--- src/rtl/pwm_capture.sv ---
// PWM period/duty capture: measures clocks between rising edges and high time.
// Define PWM_CAPTURE_SYNC_EN to pass pwm_in through a 2-flop synchronizer.
module pwm_capture #(
  parameter int WIDTH = 8
) (
  input  logic             clk,
  input  logic             reset_n,
  input  logic             enable,
  input  logic             pwm_in,
  output logic [WIDTH-1:0] period,
  output logic [WIDTH-1:0] duty,
  output logic             valid,
  output logic             timeout,
  output logic             level
);

  localparam logic IDLE    = 1'b0;
  localparam logic MEASURE = 1'b1;

  localparam logic [WIDTH-1:0] CNT_MAX = '1;
  localparam logic [WIDTH-1:0] ONE     = WIDTH'(1);

  logic             s;
  logic             s_prev;
  logic             rise;
  logic             state;
  logic [WIDTH-1:0] period_cnt;
  logic [WIDTH-1:0] high_cnt;

`ifdef PWM_CAPTURE_SYNC_EN
  logic [1:0] sync_q;

  always_ff @(posedge clk) begin
    if (!reset_n) begin
      sync_q <= '0;
    end else begin
      sync_q <= {sync_q[0], pwm_in};
    end
  end

  assign s = sync_q[1];
`else
  assign s = pwm_in;
`endif

  assign rise = s & ~s_prev;

  always_ff @(posedge clk) begin
    if (!reset_n) begin
      state      <= IDLE;
      s_prev     <= 1'b0;
      period_cnt <= '0;
      high_cnt   <= '0;
      period     <= '0;
      duty       <= '0;
      valid      <= 1'b0;
      timeout    <= 1'b0;
      level      <= 1'b0;
    end else begin
      s_prev  <= s;
      valid   <= 1'b0;
      timeout <= 1'b0;
      if (!enable) begin
        state      <= IDLE;
        period_cnt <= '0;
        high_cnt   <= '0;
      end else begin
        unique case (state)
          IDLE: begin
            if (rise) begin
              state      <= MEASURE;
              period_cnt <= ONE;
              high_cnt   <= ONE;
            end
          end
          MEASURE: begin
            // a rise wins over saturation so a full-scale period is still reported
            if (rise) begin
              period     <= period_cnt;
              duty       <= high_cnt;
              valid      <= 1'b1;
              period_cnt <= ONE;
              high_cnt   <= ONE;
            end else if (period_cnt == CNT_MAX) begin
              timeout    <= 1'b1;
              level      <= s;
              state      <= IDLE;
            end else begin
              period_cnt <= period_cnt + ONE;
              if (s) begin
                high_cnt <= high_cnt + ONE;
              end
            end
          end
          default: state <= IDLE;
        endcase
      end
    end
  end

endmodule
--- config.mk ---
export PLATFORM = sky130hd
export DESIGN_NAME = pwm_capture
export DESIGN_NICKNAME = d
export VERILOG_FILES = /design/src/rtl/pwm_capture.sv
export SDC_FILE = /design/constraint.sdc
export NUM_CORES = 1
export LEC_CHECK = 0
export BUFFER_PORTS_ARGS = -buffer_cell sky130_fd_sc_hd__buf_4
export CORE_MARGIN = 2
export CORE_UTILIZATION = 30
export DETAILED_ROUTE_END_ITERATION = 10
export GPL_ROUTABILITY_DRIVEN = 0
export MAX_ROUTING_LAYER = met4
export PLACE_DENSITY = 0.47
export REMOVE_ABC_BUFFERS = 1
export SLEW_MARGIN = 25
export SYNTH_ARGS = -nofsm -noshare
export SYNTH_HDL_FRONTEND = slang
export SYNTH_SLANG_ARGS = --single-unit
--- constraint.sdc ---
create_clock -name clk -period 2.6 [get_ports clk]
set_clock_uncertainty 0.1 [all_clocks]
set_input_delay 0.13 -clock clk [delete_from_list [all_inputs] [get_ports clk]]
set_output_delay 0.13 -clock clk [all_outputs]
set_load 0.02 [all_outputs]
* Word level (Yosys, flattened, before mapping)
Index checks and enable logic that the tools add are counted.
Operators by class: reductions and logical operators 7, $lt $le $gt $ge 0, add/sub/neg operators 2, multiplexer cells 13, equality and inequality tests 4, div/mod/pow operators 0, shift operators 0, multiply operators 0, bitwise gates (word level) 6
Operator list (count):
- 2-to-1 mux 8 bit | 6
- case mux 8 bit (2 select lines) | 2
- adder 8 x 1 -> 8 bit (second input constant) | 2
- AND reduction 3 bit | 3
- == test 8 bit (second input constant) | 1
- != test 3 bit (second input constant) | 2
- NOT 1 bit | 5
- 2-to-1 mux 1 bit | 4
- AND reduction 2 bit | 2
- AND reduction 4 bit | 1
- OR reduction 4 bit | 1
- != test 2 bit (second input constant) | 1
- case mux 1 bit (2 select lines) | 1
- AND 1 bit | 1
Word-level totals: bits in latches 0, word-level logic and storage cells 41, memories kept 0, register bits 37, output and inout port bits 19, bits in writable memories 0, bits of input ports 4, ROM bits 0

* Logic depth before layout (Yosys ltp)
word-level depth 5, gate-level depth with buffers 7, depth with buffers taken out 5

* Worst setup path before layout
No wires, ideal clock.
kind register to register, from register period_cnt[0], to register high_cnt[3], data required time 2426 ps, cell stages (with the launch flop) 6, buffers on the path 0, library setup time 74 ps, arrival 1439 ps, path slack 987 ps, period minus slack after synthesis 1613 ps, cells stage by stage dfxtp_1 ha_1 nand4_4 o21ai_4 or4_1 a31oi_1
Between the ends: longest elaborated chain between the ends 3
RTL lines:
- start, declared | RTL line 27 | logic [WIDTH-1:0] period_cnt;
- start signal, assigned | RTL line 89 | period_cnt <= period_cnt + ONE;
- == test 8 bit | RTL line 84 | end else if (period_cnt == CNT_MAX) begin
- != test 3 bit (no line)
- AND reduction 3 bit (no line)
- end signal, assigned | RTL line 91 | high_cnt <= high_cnt + ONE;
- end, declared | RTL line 28 | logic [WIDTH-1:0] high_cnt;
No other way between the ends. A chain may end at the register's enable or synchronous reset.

* Final worst setup path
from register period_cnt[0], to register high_cnt[5]
The elaborated chain is that of the path after synthesis.

==> impl_metrics.json <==
{
  "fp.dieW_um": 77.6,
  "clk_path_buf_depth": 2,
  "grt_pass1_vias": 1290,
  "drive_gt1_share_pct": 18.8,
  "grt_pass1_wl_um": 6510,
  "cp-start-kind": "flop",
  "netlist_area_um2": 1630,
  "end_kind": "flop",
  "grt_usage_pct": 14.2,
  "finalSetupViolCount": 0,
  "ctsResizeCount": 0,
  "htreeDepth": 2,
  "vias": 1397,
  "p_leak_nw": 0.667,
  "path_cells": "ha_1, nand4_4, o21ai_4, o21ai_0, a31oi_1",
  "min-delay-path-class": "in -> reg",
  "crit_start": "period_cnt[0]",
  "syn_avg_cell_area_um2": 8.60,
  "yosys_warnings": 0,
  "synthFlopType": "dfxtp_1",
  "tightest_slew_ps": 586,
  "fin_area_um2": 1910,
  "crit_slowest_cell": "dfxtp_1",
  "cts_made_buffers": 5,
  "clock-sinks": 37,
  "placed_area_um2": 1830,
  "die_y_um": 77.6,
  "yosysMostFrequentCell": "nand2_1",
  "drtAntennaViolNets": 0,
  "core_um2": 5170,
  "drc_errors": 0,
  "synth_top_area_share_pct": 45.6,
  "period_share_pct": 72.3,
  "max-cap-violations": 0,
  "ios": 23,
  "tns_ps": 0,
  "crit_required_ps": 2720,
  "postCtsSetupBuffers": 0,
  "num_rows": 26,
  "crit_arrival_ps": 2000,
  "cts_hold_buffers": 0,
  "slew_headroom_pct": 60.7,
  "routedWlPerCell_um": 13.0,
  "rsz0062_at_grt": "no",
  "p_per_area_nw_per_um2": 525,
  "drt_pass1_iterations": 4,
  "synthTopCellsByCount": "nand2_1 (40), dfxtp_1 (37), a21oi_1 (25)",
  "viasPerCell": 4.94,
  "clockRootBuffer": "clkbuf_8",
  "fmax_mhz": 532,
  "ir_worst_vdd_mv": 0.157,
  "ys_seq_area_share_pct": 45.6,
  "clk_latency_ps": 290,
  "synthDistinctLibCells": 45,
  "ys_top_cells_by_area": "dfxtp_1 (46%), nand2_1 (9.2%), a21oi_1 (7.7%)",
  "fillCellCount": 537,
  "drt_iter0_drc": 104,
  "yosys.area.top_type": "dfxtp_1",
  "antennaDiodeCount": 0,
  "port_buffers": 22,
  "syn_inst": 189,
  "slowest_delay_ps": 410,
  "drt-total-wl_um": 3690,
  "final_core_util_pct": 37.0,
  "crit_type": "reg -> reg",
  "hold_viol_final": 0,
  "worstHoldStart": "reset_n",
  "die_area_um2": 6020,
  "start_util_pct": 31.4,
  "synthArstFlopShare_pct": 0,
  "worstPathMaxFanout": 14,
  "slew_violations": 0,
  "place_hpwl_um": 2610,
  "layout_min_cycle_time_ps": 1880,
  "clk_pin_slew_ps": 70,
  "nets": 218,
  "ys_seq_elements": 37,
  "holdWs_ps": 21.7,
  "antenna_found_initial": 0,
  "overflow": 0,
  "run_status": "finished, final reports clean",
  "syn_to_final_growth_pct": 17.6,
  "timing.rr.start": "period_cnt[0]",
  "grt_start_max_net_pins": 20,
  "synth_edf_count": 0,
  "cts_tree": "built"
}
==> layer usage <==
| metal | part of all wire, % | track usage, % |
|---|---|---|
| met5 | 0 | - |
| met4 | 1.6 | 5.36 |
| met3 | 3.3 | 3.95 |
| met2 | 47 | 21.5 |
| met1 | 48 | 17.9 |
==> critical path, delay by kind of cell (launching register included) <==
family,cells,cell delay (ps)
flops,1,410
simple gates,1,170
fa+ha+maj,1,290
compound gates,3,840
==> report_power, final <==
group | switching (W) | total, W | internal (W) | leakage (nW)
Clock | 0.000197 | 0.000383 | 0.000186 | 0.0450
Sequential | 0.00000773 | 0.000578 | 0.000570 | 0.299
Combinational | 0.0000293 | 0.0000418 | 0.0000125 | 0.323
Total | 0.000234 | 0.00100 | 0.000768 | 0.667
==> placed cells by master, fill, tap and decap left out, types with 2 or more instances in the layout <==
cell and instances:
a211oi_1 2, or3_1 2, o21ai_0 3, inv_1 7, nor2_1 6, nand2_1 40
clkinv_2 2, o211ai_1 3, nand3_1 10, nand4_1 3, buf_4 23, dfxtp_1 37
clkbuf_8 5, ha_1 2, and3_1 4, or4_1 3, nor3_1 4, a31oi_1 6
a21oi_1 25
==> per-stage QoR <==
| step | total power (W) | cells | worst slack (ps) |
|---|---|---|---|
| finish | 0.00100 | 283 | 721 |
| global route | 0.00105 | 283 | 526 |
| CTS | 0.00102 | 283 | 698 |
| detailed placement | 0.000634 | 275 | 713 |
| global placement | 0.000634 | 275 | 784 |
| floorplan | 0.000615 | 182 | 928 |
==> final timing paths <==
| check | cells past startpoint | end | slack, ps |
|---|---|---|---|
| setup / recovery | 5 | high_cnt[5] | 720 |
| hold / removal | 2 | timeout | 20 |
| setup reg to reg | 5 | high_cnt[5] | 720 |
| hold reg to reg | 2 | duty[7] | 350 |
==> sequential cells by signal, summed over array words and instances, names as in the netlist, 8 cells and up <==
| name | count |
|---|---|
| duty | 8 |
| high_cnt | 8 |
| period | 8 |
| period_cnt | 8 |
==> final cells by class <==
type	count	area [µm²]	area share, %
flip-flops and latches	37	741	38.7
clock inverters	2	10.0	0.524
inverters	8	30.0	1.57
well taps	70	87.6	4.58
repair buffers	23	173	9.03
multi-input cells	137	798	41.8
clock buffers	6	72.6	3.80
==> kinds of logic after synthesis <==
group / share of synthesized area, %
flops: 45.6
xor+xnor: 0.539
compound gates: 18.9
simple gates: 27.6
mux: 0.616
fa+ha+maj: 1.54
buf+inv: 5.31
No activity file was read; power rests on OpenSTA's default activity.
